File: src/rtl/button_pulse.sv
// button_pulse: conditions a raw, bouncing push-button into a single-cycle
// strobe per debounced press, with optional auto-repeat while held.
//
// Ports:
//   clk     - clock, all logic on the rising edge
//   reset   - synchronous, active-high reset
//   btn_in  - raw asynchronous button level (1 = pressed)
//   pulse   - registered one-cycle press/repeat strobe (counter enable)
//   level   - registered debounced button state
//   held    - registered, high while auto-repeating
module button_pulse #(
  parameter int unsigned DEBOUNCE_CYCLES = 16,
  parameter bit          REPEAT_EN       = 1'b1,
  parameter int unsigned REPEAT_DELAY    = 1000,
  parameter int unsigned REPEAT_PERIOD   = 200
) (
  input  logic clk,
  input  logic reset,
  input  logic btn_in,
  output logic pulse,
  output logic level,
  output logic held
);

  localparam int unsigned DW   = $clog2(DEBOUNCE_CYCLES);
  localparam int unsigned RMAX = (REPEAT_DELAY > REPEAT_PERIOD) ? REPEAT_DELAY : REPEAT_PERIOD;
  localparam int unsigned RW   = $clog2(RMAX);

  localparam logic [DW-1:0] DCNT_LAST   = DW'(DEBOUNCE_CYCLES - 1);
  localparam logic [RW-1:0] DELAY_LAST  = RW'(REPEAT_DELAY - 1);
  localparam logic [RW-1:0] PERIOD_LAST = RW'(REPEAT_PERIOD - 1);

  typedef enum logic [1:0] {
    IDLE   = 2'd0,
    HOLD   = 2'd1,
    REPEAT = 2'd2
  } state_t;

  logic          s1_q;
  logic          btn_s_q;
  logic [DW-1:0] dcnt_q, dcnt_d;
  logic          level_q, level_d;
  logic [RW-1:0] rcnt_q, rcnt_d;
  state_t        state_q, state_d;
  logic          pulse_q, pulse_d;
  logic          held_q, held_d;
  logic          rise;
  logic          fall;

  // Debounce: level flips only after DEBOUNCE_CYCLES consecutive disagreeing samples
  always_comb begin
    dcnt_d  = '0;
    level_d = level_q;
    if (btn_s_q != level_q) begin
      if (dcnt_q == DCNT_LAST) begin
        level_d = ~level_q;
      end else begin
        dcnt_d = dcnt_q + DW'(1);
      end
    end
  end

  // Edge events are taken from level_d so the press pulse lines up with the level flip
  assign rise = level_d & ~level_q;
  assign fall = ~level_d & level_q;

  // Press / repeat FSM; a release always beats a coincident repeat terminal count
  always_comb begin
    state_d = state_q;
    rcnt_d  = rcnt_q;
    pulse_d = 1'b0;
    case (state_q)
      IDLE: begin
        if (rise) begin
          state_d = HOLD;
          rcnt_d  = '0;
          pulse_d = 1'b1;
        end
      end
      HOLD: begin
        if (fall) begin
          state_d = IDLE;
          rcnt_d  = '0;
        end else if (rcnt_q == DELAY_LAST) begin
          // Without auto-repeat the counter parks here instead of wrapping
          if (REPEAT_EN) begin
            state_d = REPEAT;
            rcnt_d  = '0;
            pulse_d = 1'b1;
          end
        end else begin
          rcnt_d = rcnt_q + RW'(1);
        end
      end
      REPEAT: begin
        if (fall) begin
          state_d = IDLE;
          rcnt_d  = '0;
        end else if (rcnt_q == PERIOD_LAST) begin
          rcnt_d  = '0;
          pulse_d = 1'b1;
        end else begin
          rcnt_d = rcnt_q + RW'(1);
        end
      end
      default: begin
        state_d = IDLE;
        rcnt_d  = '0;
      end
    endcase
    held_d = (state_d == REPEAT);
  end

  // State registers, including the two-flop synchroniser
  always_ff @(posedge clk) begin
    if (reset) begin
      s1_q    <= 1'b0;
      btn_s_q <= 1'b0;
      dcnt_q  <= '0;
      level_q <= 1'b0;
      rcnt_q  <= '0;
      state_q <= IDLE;
      pulse_q <= 1'b0;
      held_q  <= 1'b0;
    end else begin
      s1_q    <= btn_in;
      btn_s_q <= s1_q;
      dcnt_q  <= dcnt_d;
      level_q <= level_d;
      rcnt_q  <= rcnt_d;
      state_q <= state_d;
      pulse_q <= pulse_d;
      held_q  <= held_d;
    end
  end

  assign pulse = pulse_q;
  assign level = level_q;
  assign held  = held_q;

endmodule

File: config.mk
export PLATFORM = sky130hd
export DESIGN_NAME = button_pulse
export DESIGN_NICKNAME = d
export VERILOG_FILES = /design/src/rtl/button_pulse.sv
export SDC_FILE = /design/constraint.sdc
export NUM_CORES = 1
export LEC_CHECK = 0
export BUFFER_PORTS_ARGS = -buffer_cell sky130_fd_sc_hd__buf_2
export CELL_PAD_IN_SITES_DETAIL_PLACEMENT = 2
export CELL_PAD_IN_SITES_GLOBAL_PLACEMENT = 2
export CORE_UTILIZATION = 36
export DETAILED_ROUTE_END_ITERATION = 12
export PLACE_DENSITY_LB_ADDON = 0.1
export SLEW_MARGIN = 20
export SYNTH_ARGS = -nofsm -noshare
export SYNTH_HDL_FRONTEND = slang
export SYNTH_SLANG_ARGS = --single-unit
File: constraint.sdc
create_clock -name clk -period 1.85 [get_ports clk]
set_input_delay 0.2775 -clock clk [delete_from_list [all_inputs] [get_ports clk]]
set_output_delay 0.2775 -clock clk [all_outputs]
set_load 0.01 [all_outputs]
==> results_dict.tcl <==
set metrics [dict create \
    fp.dieH_um 58.1 \
    r2r_end "rcnt_q[8]$_SDFFE_PP0P_" \
    grt_max_degree 18 \
    critPathMaxFanout 17 \
    fillers 327 \
    r2r_slack_ns 0.14 \
    post_cts_buffers 0 \
    die_w_um 58.1 \
    ir_drop_v 0.000376 \
    synth_most_common_cell "dfxtp_1" \
    dp.cells 186 \
    setup_viol 0 \
    drt.antenna.violating_nets 0 \
    antenna_cells 0 \
    synth_seq_cells 21 \
    antenna_found_initial 0 \
    clk-insertion-delay-late_ns 0.30 \
    async_reset_ff_share_pct 0 \
    areaGrowthSynthToFinish_pct 17.8 \
    synth_fa_ha_area_share_pct 6.63 \
    drtPass1Iterations 4 \
    critPathLaunchType "register" \
    vias 1070 \
    synthTopCellsByArea "dfxtp_1 37%, ha_1 6.6%, nand4_1 6.1%, nand2_1 5.0%, nor3_1 4.9%" \
    routed_wirelength_um 3400 \
    max_freq_mhz 585 \
    p_per_area_mw_per_mm2 523 \
    route.detailed.drc 0 \
    syn_nets 142 \
    synth_xor_area_share_pct 1.55 \
    status "complete, no violations" \
    finClkSkew_ns 0.00620 \
    clockBufferDepth 2 \
    htreeDepth 1 \
    path_clk_slew_ns 0.12 \
    synth-edff-count 0 \
    r2r_start "rcnt_q[0]$_SDFFE_PP0P_" \
    root_buffer "clkbuf_4" \
    yosysWarnings 0 \
    tightest_slew_ns 0.551 \
    cts_hold_buf 0 \
    nets 158 \
    drt_iter0_drc 14 \
    critPathCaptureType "register" \
    grt_pass1_vias 1148 \
    min_path_type "primary input to register" \
    final-instance-count-excl-fill 190 \
    synth.area.mux_share_pct 0.884 \
    synth_top_family_by_area "simple AND/OR/NAND/NOR gates" \
    post_cts_resize_count 0 \
    yosysSeqAreaShare_pct 37.1 \
    syn_inst 133 \
    synthTopCellsByCount "21 x dfxtp_1, 15 x nand2_1, 11 x nand4_1, 11 x nor3_1, 8 x nand3_1" \
    rows 19 \
    required_ns 2.09 \
    dpl.hpwl_um 2510 \
    synthDominantCellAreaShare_pct 37.1 \
    r2r_cells 7 \
    synthSimpleGateAreaFrac_pct 33.7 \
    synthFlopType "dfxtp_1" \
    grt_usage_pct 21.9 \
    crit_type "register to register" \
    grt_overflow 0 \
    cts_tree "done" \
    netlist_area_sq_mm 0.00113 \
    floorplan.initialDensity_pct 39.4 \
    drv_slew 0 \
    io_buffers 5 \
    cts_sinks 21 \
    hold_viol 0 \
    finalCritPeriodShare_pct 92.5 \
    worstHoldEndpoint "s1_q$_SDFF_PP0_" \
    yosysUniqueCellTypes 35 \
    fin_tns_setup_ns 0 \
    drive_above_1_share_pct 20.9 \
    core_region_area_sq_mm 0.00288 \
    yosysTopAreaCell "dfxtp_1" \
    rsz0062_at_grt "false" \
    cts_buffers 3 \
    leakagePower_nw 0.464 \
    final.min_clock_period_ns 1.71 \
    detail_route.vias_per_cell 5.63 \
    hold_depth 2 \
    arrival_ns 1.95 \
    synth_compound_area_share_pct 15.9 \
    routedWlPerCell_um 17.9 \
    hp-start "btn_in" \
    cap_viol_max_count 0 \
    grt_pass1_wl_um 5670 \
    routabilityCongestion 0.767 \
    synth_area_per_cell_sq_um 8.51 \
    die-area_sq_mm 0.00337 \
    maxSlewHeadroom_pct 63.3 \
    top_level_ports 6 \
]
==> critical path, cell delays in order, from the launching register on <==
cell and delay [ns]:
dfxtp_2 0.36, ha_1 0.21, nor4bb_4 0.16, and4_4 0.23, o22ai_4 0.17, buf_12 0.17
o2111ai_1 0.14, a31oi_1 0.22
==> cell families (layout without fill, tap and decap cells) <==
| kind of cell | after synthesis | count (layout) |
|---|---|---|
| xor gates and xnor gates | 2 | 2 |
| buffers and inverters | 10 | 25 |
| and+or+nand+nor | 67 | 67 |
| adders and majority gates | 6 | 6 |
| muxes | 1 | 1 |
| AOI/OAI and AO/OA | 26 | 26 |
| DFF | 21 | 21 |
==> power breakdown <==
part / switching [mW] / total [mW] / internal [mW]
Combinational: 0.0105 / 0.0154 / 0.00487
Sequential: 0.00173 / 0.456 / 0.455
Clock: 0.141 / 0.225 / 0.0840
Total: 0.154 / 0.697 / 0.544
==> how the worst max path moves through the flow <==
stage,startpoint,end,slack [ns],depth (start not counted)
5_1_grt,dcnt_q[0]$_SDFF_PP0_,rcnt_q[0]$_SDFFE_PP0P_,0.02,7
4_1_cts,rcnt_q[0]$_SDFFE_PP0P_,rcnt_q[8]$_SDFFE_PP0P_,0.02,7
2_1_floorplan,rcnt_q[0]$_SDFFE_PP0P_,rcnt_q[2]$_SDFFE_PP0P_,0.20,7
6_report,rcnt_q[0]$_SDFFE_PP0P_,rcnt_q[8]$_SDFFE_PP0P_,0.14,7
3_5_place_dp,rcnt_q[0]$_SDFFE_PP0P_,rcnt_q[8]$_SDFFE_PP0P_,0.04,7
3_3_place_gp,rcnt_q[0]$_SDFFE_PP0P_,rcnt_q[8]$_SDFFE_PP0P_,0.15,7
==> per-stage QoR <==
stage	setup slack [ns]	instance area [sq um]	hold WS, ns	util, %	power, mW
after floorplan	0.203	1130	0.406	-	0.476
after global placement	0.151	1280	0.421	44.6	0.480
after detailed placement	0.0396	1280	0.437	44.6	0.481
after CTS	0.0206	1310	0.165	45.5	0.708
after global routing	0.0152	1330	0.173	46.4	0.734
final	0.140	1330	0.187	46.4	0.697
==> registers in the layout, indices dropped and copies added (netlist names) <==
signal,count
rcnt_q,10
dcnt_q,4
state_q,2
btn_s_q,1
held,1
level,1
pulse,1
s1_q,1
==> routing by layer <==
layer / part of all wire, % / routed length, um / up-vias / global-route usage, %
li1: - / - / 522 / -
met1: 45 / 1520 / 529 / 26.7
met2: 51 / 1750 / 11 / 40.2
met3: 1.5 / 51 / 8 / 4.02
met4: 2.4 / 83 / 0 / 4.08
met5: 0 / 0 / - / 0
==> final cells by class <==
class / count / area [sq um] / area share, %
inverter: 3 / 11.3 / 0.844
timing repair buffer: 18 / 135 / 10.1
clock buffer: 4 / 26.3 / 1.97
multi-input combinational: 102 / 687 / 51.5
tap: 42 / 52.6 / 3.94
sequential: 21 / 422 / 31.6
==> placed cells by master (no fill, tap or decap), types with 4 or more instances in the layout <==
master   netlist  layout
nand4_1       11      11
a31oi_1        7       7
buf_4          0      12
nand3_1        8       8
ha_1           6       6
nand2_1       15      15
nor3_1        11      11
nor2_1         4       4
buf_2          1       5
a21oi_1        5       5
dfxtp_1       21      20
No activity file was read; power rests on OpenSTA's default activity.
